### config.mk
export PLATFORM = sky130hd
export DESIGN_NAME = fc_stream_serializer
export DESIGN_NICKNAME = d
export VERILOG_FILES = /design/src/rtl/fc_stream_serializer_pkg.sv /design/src/rtl/fc_stream_serializer_requant.sv /design/src/rtl/fc_stream_serializer.sv
export SDC_FILE = /design/constraint.sdc
export NUM_CORES = 1
export LEC_CHECK = 0
export ABC_AREA = 0
export CORE_MARGIN = 2
export CORE_UTILIZATION = 49
export DETAILED_ROUTE_END_ITERATION = 8
export PLACE_DENSITY_LB_ADDON = 0.2
export SLEW_MARGIN = 30
export SYNTH_ARGS = -nofsm -noshare
export SYNTH_HDL_FRONTEND = slang
export SYNTH_HIERARCHICAL = 1
export SYNTH_SLANG_ARGS = --single-unit
### constraint.sdc
create_clock -name clk -period 2.9 [get_ports clk]
set_input_delay 0.58 -clock clk [delete_from_list [all_inputs] [get_ports clk]]
set_output_delay 0.58 -clock clk [all_outputs]
set_load 0.03 [all_outputs]
### src/rtl/fc_stream_serializer_pkg.sv
// Shared types and the requantization function for the FC stream serializer.
package fc_stream_serializer_pkg;

  localparam int DW_MAX  = 32;
  localparam int ACC_MAX = 64;

  typedef enum logic {IDLE, STREAM} state_e;

  typedef struct packed {
    logic signed [DW_MAX-1:0] val;
    logic                     sat;
  } requant_t;

  // Floor shift, optional ReLU, then saturate into a dw-bit signed range.
  function automatic requant_t sat_requant(input logic signed [ACC_MAX-1:0] acc,
                                           input int frac, input bit relu, input int dw);
    logic signed [ACC_MAX-1:0] v, one, vmax, vmin;
    requant_t r;
    one  = 1;
    v    = acc >>> frac;
    if (relu && v < 0) v = '0;
    vmax = (one <<< (dw - 1)) - one;
    vmin = -(one <<< (dw - 1));
    r.sat = 1'b0;
    r.val = DW_MAX'(v);
    if (v > vmax) begin
      r.val = DW_MAX'(vmax);
      r.sat = 1'b1;
    end else if (v < vmin) begin
      r.val = DW_MAX'(vmin);
      r.sat = 1'b1;
    end
    return r;
  endfunction

endpackage

### src/rtl/fc_stream_serializer_requant.sv
// One-element combinational requantizer used per lane at vector acceptance.
module fc_requant
  import fc_stream_serializer_pkg::*;
#(
  parameter int ACC_WIDTH  = 32,
  parameter int DATA_WIDTH = 16,
  parameter int FRAC_BITS  = 8,
  parameter int RELU_EN    = 1
) (
  input  logic signed [ACC_WIDTH-1:0]  acc,
  output logic signed [DATA_WIDTH-1:0] val,
  output logic                         sat
);

  requant_t r;

  assign r   = sat_requant(ACC_MAX'(acc), FRAC_BITS, RELU_EN != 0, DATA_WIDTH);
  assign val = DATA_WIDTH'(r.val);
  assign sat = r.sat;

endmodule

### src/rtl/fc_stream_serializer.sv
// Vector-to-element serializer with ACTIVE/PENDING double buffering between FC layers.
module fc_stream_serializer
  import fc_stream_serializer_pkg::*;
#(
  parameter int NUM_ELEMS  = 10,
  parameter int DATA_WIDTH = 16,
  parameter int ACC_WIDTH  = 32,
  parameter int FRAC_BITS  = 8,
  parameter int RELU_EN    = 1
) (
  input  logic                         clk,
  input  logic                         rst_n,
  input  logic                         in_valid,
  output logic                         in_ready,
  input  logic signed [ACC_WIDTH-1:0]  in_data [NUM_ELEMS],
  output logic                         out_valid,
  input  logic                         out_ready,
  output logic signed [DATA_WIDTH-1:0] out_data,
  output logic                         out_last,
  output logic                         out_sat,
  output logic                         busy
);

  localparam int IDX_W = $clog2(NUM_ELEMS);
  localparam logic [IDX_W-1:0] LAST_IDX = IDX_W'(NUM_ELEMS - 1);

  logic signed [DATA_WIDTH-1:0] rq_val [NUM_ELEMS];
  logic [NUM_ELEMS-1:0]         rq_sat;

  for (genvar i = 0; i < NUM_ELEMS; i++) begin : g_rq
    fc_requant #(
      .ACC_WIDTH (ACC_WIDTH),
      .DATA_WIDTH(DATA_WIDTH),
      .FRAC_BITS (FRAC_BITS),
      .RELU_EN   (RELU_EN)
    ) u_rq (
      .acc(in_data[i]),
      .val(rq_val[i]),
      .sat(rq_sat[i])
    );
  end

  state_e                       state_q, state_d;
  logic signed [DATA_WIDTH-1:0] act_val_q [NUM_ELEMS], act_val_d [NUM_ELEMS];
  logic signed [DATA_WIDTH-1:0] pend_val_q [NUM_ELEMS], pend_val_d [NUM_ELEMS];
  logic [NUM_ELEMS-1:0]         act_sat_q, act_sat_d, pend_sat_q, pend_sat_d;
  logic                         pend_full_q, pend_full_d;
  logic [IDX_W-1:0]             idx_q, idx_d;
  logic                         out_valid_q, out_valid_d, out_last_q, out_last_d;
  logic                         out_sat_q, out_sat_d;
  logic signed [DATA_WIDTH-1:0] out_data_q, out_data_d;
  logic                         hs, last_hs, accept;

  always_comb begin
    state_d     = state_q;
    act_val_d   = act_val_q;
    act_sat_d   = act_sat_q;
    pend_val_d  = pend_val_q;
    pend_sat_d  = pend_sat_q;
    pend_full_d = pend_full_q;
    idx_d       = idx_q;

    hs      = (state_q == STREAM) && out_ready;
    last_hs = hs && (idx_q == LAST_IDX);
    accept  = in_valid && !pend_full_q;

    if (hs) idx_d = last_hs ? '0 : idx_q + 1'b1;

    if (last_hs) begin
      if (pend_full_q) begin
        act_val_d   = pend_val_q;
        act_sat_d   = pend_sat_q;
        pend_full_d = 1'b0;
      end else begin
        state_d = IDLE;
      end
    end

    // accept never coincides with a PENDING->ACTIVE move: it needs pend_full_q low
    if (accept) begin
      if (state_q == IDLE || last_hs) begin
        act_val_d = rq_val;
        act_sat_d = rq_sat;
        idx_d     = '0;
        state_d   = STREAM;
      end else begin
        pend_val_d  = rq_val;
        pend_sat_d  = rq_sat;
        pend_full_d = 1'b1;
      end
    end

    out_valid_d = (state_d == STREAM);
    out_data_d  = out_valid_d ? act_val_d[idx_d] : '0;
    out_sat_d   = out_valid_d && act_sat_d[idx_d];
    out_last_d  = out_valid_d && (idx_d == LAST_IDX);
  end

  always_ff @(posedge clk) begin
    if (!rst_n) begin
      state_q     <= IDLE;
      act_val_q   <= '{default: '0};
      pend_val_q  <= '{default: '0};
      act_sat_q   <= '0;
      pend_sat_q  <= '0;
      pend_full_q <= 1'b0;
      idx_q       <= '0;
      out_valid_q <= 1'b0;
      out_data_q  <= '0;
      out_last_q  <= 1'b0;
      out_sat_q   <= 1'b0;
    end else begin
      state_q     <= state_d;
      act_val_q   <= act_val_d;
      pend_val_q  <= pend_val_d;
      act_sat_q   <= act_sat_d;
      pend_sat_q  <= pend_sat_d;
      pend_full_q <= pend_full_d;
      idx_q       <= idx_d;
      out_valid_q <= out_valid_d;
      out_data_q  <= out_data_d;
      out_last_q  <= out_last_d;
      out_sat_q   <= out_sat_d;
    end
  end

  assign in_ready  = !pend_full_q;
  assign out_valid = out_valid_q;
  assign out_data  = out_data_q;
  assign out_last  = out_last_q;
  assign out_sat   = out_sat_q;
  assign busy      = (state_q == STREAM) || pend_full_q;

endmodule

After elaboration in Yosys (flattened, before gate mapping)
Cells that the tools add are included.
Operators by class
  add/subtract/negate cells: 1
  magnitude comparators: 32
  equality and inequality tests: 2
  multiplexer cells: 54
  bitwise operators: 3
  reductions and logical operators: 10
Operators by type and width (number)
  64-bit by 16-bit greater-than comparator with 1-bit output, second input constant: 10
  64-bit by 16-bit < comparator with 1-bit output, second input constant: 10
  160-bit two-way mux: 4
  64-bit two-way mux: 10
  17-bit two-way mux: 20
  24-bit by 1-bit < comparator with 1-bit output, second input constant: 10
  16-bit binary-select mux with 4-bit select: 1
  10-bit two-way mux: 4
  16-bit two-way mux: 2
  4-bit two-way mux: 4
  4-bit equality test, second input constant: 2
  1-bit two-way mux: 8
  5-bit >= comparator, second input constant: 1
  1-bit logical AND: 5
  4-bit by 5-bit < comparator with 1-bit output, second input constant: 1
  4-bit inverter with 5-bit output: 1
  4-bit by 1-bit adder with 4-bit output, second input constant: 1
  1-bit binary-select mux with 4-bit select: 1
  2-bit AND reduction: 2
  1-bit logical OR: 2
  1-bit inverter: 2
  1-bit zero test: 1
Word-level totals
  register bits after elaboration: 364
  input port bits: 324
  output and inout bits: 21
  logic and storage cells: 130

Logic depth before layout (Yosys ltp)
Gate-level depths: netlist (run 1).
  depth in word-level cells: 10
  gate-level depth with buffers: 12
  mapped depth without buffers: 9

Modules after synthesis
Netlist (run 1), hierarchy kept.
By module, submodules not included
  fc_stream_serializer: instances 1, cells an instance 1989, area each 15801.4 um^2, seq. area each 7287.0 um^2
  fc_requant: instances 10, cells an instance 39, area each 239.0 um^2, seq. area each 0.0 um^2

Worst setup path before layout (run 1)
Ideal clock, no wire load.
  kind: reg2reg
  from: reg idx_q[1]
  to: reg out_data_q[11], in the netlist out_data[11]
  library setup time: 0.122 ns
  data arrival time: 2.232 ns
  data required time: 2.778 ns
  path slack: 0.546 ns
  stages on the path, launching flop included: 12
  buffers on the path: 2
  clock period less this slack: 2.354 ns
  cell sequence: dfxtp_1 -> inv_1 -> ha_1 -> and3b_1 -> buf_4 -> o21a_1 -> nor2_4 -> buf_6 -> mux2i_1 -> a32oi_1 -> o2bb2ai_1 -> a221o_1
Between the ends
  word-level cells in the longest chain between the ends: 10
  elaborated cells on any way between the ends: 19
  those cells by class: 1 x add/sub; 1 x eq/ne; 13 x mux; 1 x bitwise; 3 x reduce/logical
Ends and longest elaborated chain
  start, declared: RTL line fc_stream_serializer.sv:48  | logic [IDX_W-1:0] idx_q, idx_d;
  start signal, assigned: RTL line fc_stream_serializer.sv:119  | idx_q <= idx_d;
  branches (longest 10 deep; another with 4-bit by 1-bit adder with 4-bit output)
  end signal, assigned: RTL line fc_stream_serializer.sv:121  | out_data_q <= out_data_d;
  end, declared: RTL line fc_stream_serializer.sv:51  | logic signed [DATA_WIDTH-1:0] out_data_q, out_data_d;
Several ways; the timed one is not identified. The select of a mux whose other input is x is not followed.
A chain may end at the register's enable or synchronous reset.

Worst setup path after layout (run 1)
  from: reg idx_q[0]
  to: reg out_data_q[11], in the netlist out_data[11]
The elaborated chain is that of the path after synthesis.

==> metrics.cfg, run 1 <==
[floorplan]
die_w_microns = 197
start_util_pct = 49.7
rows = 70
ios = 345
core_area_sq_um = 36600
die_h_microns = 197
die-area_sq_um = 38700

[sta]
slew_violations = 0
setup_viol = 0
slew_headroom_pct = 46.3
rsz0062_at_grt = no
fmax_mhz = 370
worst_slack_ns = 0.195
hold_viol_final = 0
period_minus_slack_ns = 2.71
worstMarginPinSlew_ns = 0.806
fin_crit_sh_pct = 93.3
finClkSkew_ns = 0.0219

[synth]
yosysWarnings = 6
yosysMostFrequentCell = nand2_1
async_reset_ff_share_pct = 0
ys_seq_area_share_pct = 40.1
synth_area_leader_cell = dfxtp_1
yosys_most_used_dff = dfxtp_1
avgSynthCellArea_sq_um = 7.65
syn_inst = 2379
synth_top_family_by_area = compound AO/OA/AOI/OAI gates
synthTopCellsByCount = 556 x nand2_1, 364 x dfxtp_1, 222 x a21oi_1, 209 x a31oi_1, 179 x nor2_1
synth_area_leaders = dfxtp_1 40%, nand2_1 11%, a31oi_1 7.2%, a21oi_1 6.1%, mux2i_1 4.7%
synth_top_area_share_pct = 40.1
synth_compound_area_share_pct = 23.6
synth_xor_area_share_pct = 0
synth_nets = 2705
synthAdderAreaFrac_pct = 0.138
synth_area_sq_um = 18200
synth_seq_cells = 364
muxShareOfSynthArea_pct = 4.74
synth_edf_count = 0
synth.distinct_cells = 64
yosys.area_share.simple_pct = 21.5

[setup_path]
crit_arrival_ns = 3.12
crit_type = reg2reg
cp.required_ns = 3.32
cp-end-kind = flop
cp-start-kind = flop
worst-path-max-fanout = 37

[clock_network]
clock_path_buffers = 3
path_clk_slew_ns = 0.06
cts_resized = 0
hold_buffers = 0
clkSinkCount = 364
cts_tree = done
numCtsBuffers = 40
cts_max_level = 2
cts-root-buf = clkbuf_16
clk_latency_ns = 0.53
postCtsSetupRepairBufs = 0

[place]
port_buffers = 264
dpl.hpwl_microns = 39500
gp_congestion = 0.894
post-place-ws_ns = -0.168

[power_and_ir_drop]
p_comb_share_pct = 18.4
p_int_uw = 9480
power_leakage_uw = 0.00990
seq_power_share_pct = 42.2
clkPwrFrac_pct = 39.4
p_sw_share_pct = 27.0
switching_power_uw = 3500
power_density_nw_per_um2 = 548
ir_worst_vdd_uv = 378

[route]
totalWireLength_microns = 56500
viasPerCell = 5.67
drt-initial-drc-count = 1678
drcViolationCount = 0
dr.pass1.iters = 6
vias = 18200
ant_nets = 0
wire_per_inst_microns = 17.6

[final_layout]
finish.utilization_pct = 64.7
layout-drive-gt1-share_pct = 13.0
antenna_cells = 0
area_delta_synth_final_pct = 30.2
final_nets = 3036

[grt]
grt_pass1_vias = 17200
grt_first_pass_wirelength_microns = 89400
antenna_found_initial = 0
overflow = 0
grt_max_degree = 94
grt_use_total_pct = 28.6

[status]
outcome = complete, no violations

[hold_path]
hold_class = reg2reg

[run]
max-cap-violations = 0

-- sequential cells by signal, summed over array words and instances, names as in the netlist --
signal       flops
act_val_q      160
pend_val_q     160
out_data        16
act_sat_q       10
pend_sat_q      10
idx_q            4
out_last         1
out_sat          1
out_valid        1
pend_full_q      1
-- per-layer routing --
metal	up-vias	global-route usage (%)	part of all wire [%]
met5	-	0	0
met4	0	9.30	3.1
met3	96	3.49	7.0
met2	673	47.1	46
met1	8599	39.2	43
li1	8812	-	-
-- placed cells by master (no fill, tap or decap), types with 42 or more instances in the layout --
master,n
nand2_1,556
dfxtp_1,364
clkdlybuf4s50_1,263
a21oi_1,222
buf_4,221
a31oi_1,209
nor2_1,179
inv_1,154
mux2i_1,85
a211oi_1,73
and2_1,53
clkbuf_16,42
-- path summary, 6_finish.rpt --
kind	startpoint	cells after the start	slack [ns]	endpoint
setup reg to reg	idx_q[0]	10	0.19	out_data[11]
setup / recovery	idx_q[0]	10	0.19	out_data[11]
hold reg to reg	pend_val_q[108]	2	0.45	pend_val_q[108]
hold / removal	pend_val_q[108]	2	0.45	pend_val_q[108]
-- power by group through the flow --
stage / sequential (uW) / clock [uW] / combinational [uW]
6_report: 5480 / 5110 / 2390
5_1_grt: 5500 / 5350 / 2590
4_1_cts: 5470 / 5160 / 2370
3_5_place_dp: 5580 / 0 / 2350
3_3_place_gp: 5570 / 0 / 2310
2_1_floorplan: 5580 / 0 / 1230
-- cells by family after synthesis --
kind of cell | after synthesis
other | 10
adder cells (fa/ha/maj) | 2
AO/OA/AOI/OAI | 672
multiplexers | 86
buffers and inverters | 373
flip-flops | 364
AND/OR/NAND/NOR | 872
-- area by class of cell --
cell class	count	area, sq um
repair buffers	507	4740
inverters	155	587
clock buffers	58	1200
fillers	3070	12900
multi-input cells	1642	9160
well taps	468	586
flip-flops and latches	364	7290
clock inverters	14	134
-- worst max-delay path: stages (launching register included) --
cell and delay [ns]:
dfxtp_1 0.35, ha_1 0.27, and3b_2 0.31, nand2_8 0.21, buf_12 0.28, buf_4 0.18
mux2i_1 0.24, and3_1 0.18, a221o_1 0.17, nor3_1 0.07, a221o_1 0.26
-- through the flow --
step | area (sq um) | total power (uW) | std cells | TNS, ns | hold slack, ns
after floorplan | 18200 | 6800 | 2379 | 0 | 0.433
after global placement | 22400 | 7880 | 3136 | -2.14 | 0.441
after detailed placement | 22400 | 7940 | 3136 | -1.85 | 0.446
after CTS | 23700 | 13000 | 3208 | 0 | 0.454
after global routing | 23700 | 13400 | 3208 | 0 | 0.465
final | 23700 | 13000 | 3208 | 0 | 0.453
Power figures use the tool's default switching activity.
==> inputs of run 2 (changes only) <==
--- a/config.mk
+++ b/config.mk
@@ -13,5 +13,4 @@
 export SLEW_MARGIN = 30
 export SYNTH_ARGS = -nofsm -noshare
 export SYNTH_HDL_FRONTEND = slang
-export SYNTH_HIERARCHICAL = 1
 export SYNTH_SLANG_ARGS = --single-unit
==> metrics.cfg, run 2 <==
[synth]
synth_seq_cells = 364
synthTopCellsByCount = 408 x nor2_1, 368 x nand2_1, 364 x dfxtp_1, 195 x a21oi_1, 128 x clkbuf_1
yosysWarnings = 0
avgSynthCellArea_sq_um = 7.74
synth.distinct_cells = 75
async_reset_ff_share_pct = 0
yosys_most_used_dff = dfxtp_1
syn_inst = 2245
yosysMostFrequentCell = nor2_1
synth_area_leaders = dfxtp_1 42%, nor2_1 8.8%, nand2_1 7.9%, mux2i_1 6.0%, a21oi_1 5.6%
synth_area_leader_cell = dfxtp_1
synth_top_area_share_pct = 41.9
ys_seq_area_share_pct = 41.9
synth_edf_count = 0
synth_area_sq_um = 17400
synth_nets = 2571

[setup_path]
cp-end-kind = flop
cp.required_ns = 3.30
crit_path_top_delay_cell = or4_1
crit_arrival_ns = 3.26
path_cells = clkdlybuf4s50_1, or4_1, buf_4, or2_1, o21bai_1, mux2i_1, a32o_1, nor4b_4, o22ai_1
max_stage_delay_ns = 0.51
crit_type = in2reg
reg2reg_slack_ns = 0.07
cp-start-kind = input port
worst-path-max-fanout = 11

[route]
drcViolationCount = 0
drt-initial-drc-count = 1472
met3_length_microns = 4320
ant_nets = 0
wire_per_inst_microns = 18.8
dr.pass1.iters = 8
totalWireLength_microns = 57000
wl_met2_microns = 26300
viasPerCell = 5.79
wl_met1_microns = 24000
vias = 17500
routed.top_layer = met5

[power_and_ir_drop]
clkPwrFrac_pct = 39.5
power_leakage_uw = 0.00940
ir_worst_vdd_uv = 321
seq_power_share_pct = 43.3
p_int_uw = 9240
p_sw_share_pct = 26.5
power_uw = 12600
p_comb_share_pct = 17.2
power_density_nw_per_um2 = 551
switching_power_uw = 3340

[grt]
overflow = 0
antenna_found_initial = 2
grt_pass1_vias = 16400
grt_max_degree = 100
grt_first_pass_wirelength_microns = 88100
grt_use_total_pct = 29.9

[sta]
setup_viol = 0
slew_headroom_pct = 48.2
fin_crit_sh_pct = 98.4
finClkSkew_ns = 0.0178
slew_violations = 0
worstMarginPinSlew_ns = 0.778
hold_viol_final = 0
fmax_mhz = 350
period_minus_slack_ns = 2.85

[hold_path]
hold_class = reg2reg

[floorplan]
die_h_microns = 192
die_w_microns = 192
start_util_pct = 50.1
ios = 345
core_area_sq_um = 34700
die-area_sq_um = 37000
rows = 68

[clock_network]
cts-root-buf = clkbuf_16
clkSinkCount = 364
clock_path_buffers = 3
numCtsBuffers = 38
clk_latency_ns = 0.53
cts_max_level = 2
cts_tree = done
hold_buffers = 0
path_clk_slew_ns = 0.06

[final_layout]
layout_commonest_cell = nor2_1
finish.utilization_pct = 65.7
layout-drive-gt1-share_pct = 12.5
fin_area_sq_um = 22800
final_nets = 2870
area_delta_synth_final_pct = 31.2
final_cell_mix = 408 x nor2_1, 367 x nand2_1, 363 x dfxtp_1
n_fill_cell = 2921

[run]
max-cap-violations = 0

[place]
placed_area_sq_um = 21500
port_buffers = 264
gp_congestion = 0.926
dpl.hpwl_microns = 40500

[status]
outcome = complete, no violations

## run 2: logic make-up after synthesis
| group | count (synthesis) | share of synthesized area (%) |
|---|---|---|
| simple gates | 1030 | 25.4 |
| compound gates | 506 | 19.1 |
| flops | 364 | 41.9 |
| buf+inv | 210 | 5.28 |
| mux | 133 | 8.12 |
| fa+ha+maj | 2 | 0.144 |
## run 2: through the flow
step | hold slack, ns | std cells | setup slack [ns] | TNS (ns)
after floorplan | 0.425 | 2245 | 0.451 | 0
after global placement | 0.440 | 2955 | -0.524 | -6.68
after detailed placement | 0.445 | 2957 | -0.626 | -6.70
after CTS | 0.452 | 3025 | 0.00187 | 0
after global routing | 0.465 | 3027 | -0.000559 | -0.000559
final | 0.446 | 3028 | 0.0459 | 0
## run 2: layout make-up
cell class / instances / area (sq um) / area share (%)
multi-input cells: 1671 / 9250 / 40.6
inverters: 13 / 53.8 / 0.236
flip-flops and latches: 364 / 7290 / 32.0
diodes: 1 / 2.50 / 0.0110
clock inverters: 18 / 179 / 0.784
clock buffers: 50 / 1100 / 4.81
well taps: 455 / 569 / 2.50
repair buffers: 456 / 4370 / 19.1
## run 2: worst max-delay path: cells and delay by family
kind	cells	cell delay (ns)
and+or+nand+nor	3	1.17
AOI/OAI and AO/OA	3	0.77
buffers and inverters	2	0.57
muxes	1	0.17
## run 2: repair_timing
| item | in CTS | in global routing |
|---|---|---|
| resized for setup | 2 | 10 |
| setup endpoints to repair | 2 | 13 |
| pin swaps | 0 | 3 |
| setup buffers | 0 | 2 |
| hold endpoints to repair | 0 | 0 |
## run 2: routing by layer
layer	global-route usage, %	up-vias
li1	-	8375
met1	39.4	8262
met2	49.0	752
met3	4.91	134
met4	12.0	2
met5	0	-
## run 2: power groups by stage
stage          Clock [uW]  Sequential (uW)  Combinational (uW)
3_5_place_dp            0             5550                2110
6_report             4970             5450                2160
5_1_grt              5220             5470                2320
3_3_place_gp            0             5540                2060
2_1_floorplan           0             5540                1090
4_1_cts              5010             5440                2130
## run 2: worst paths after layout
| kind | startpoint | cells past startpoint | endpoint |
|---|---|---|---|
| max reg2reg | idx_q[0] | 11 | out_data[3] |
| min reg2reg | pend_val_q[111] | 2 | act_val_q[111] |
| min | pend_val_q[111] | 2 | act_val_q[111] |
| max | in_data[122] | 9 | out_data[14] |
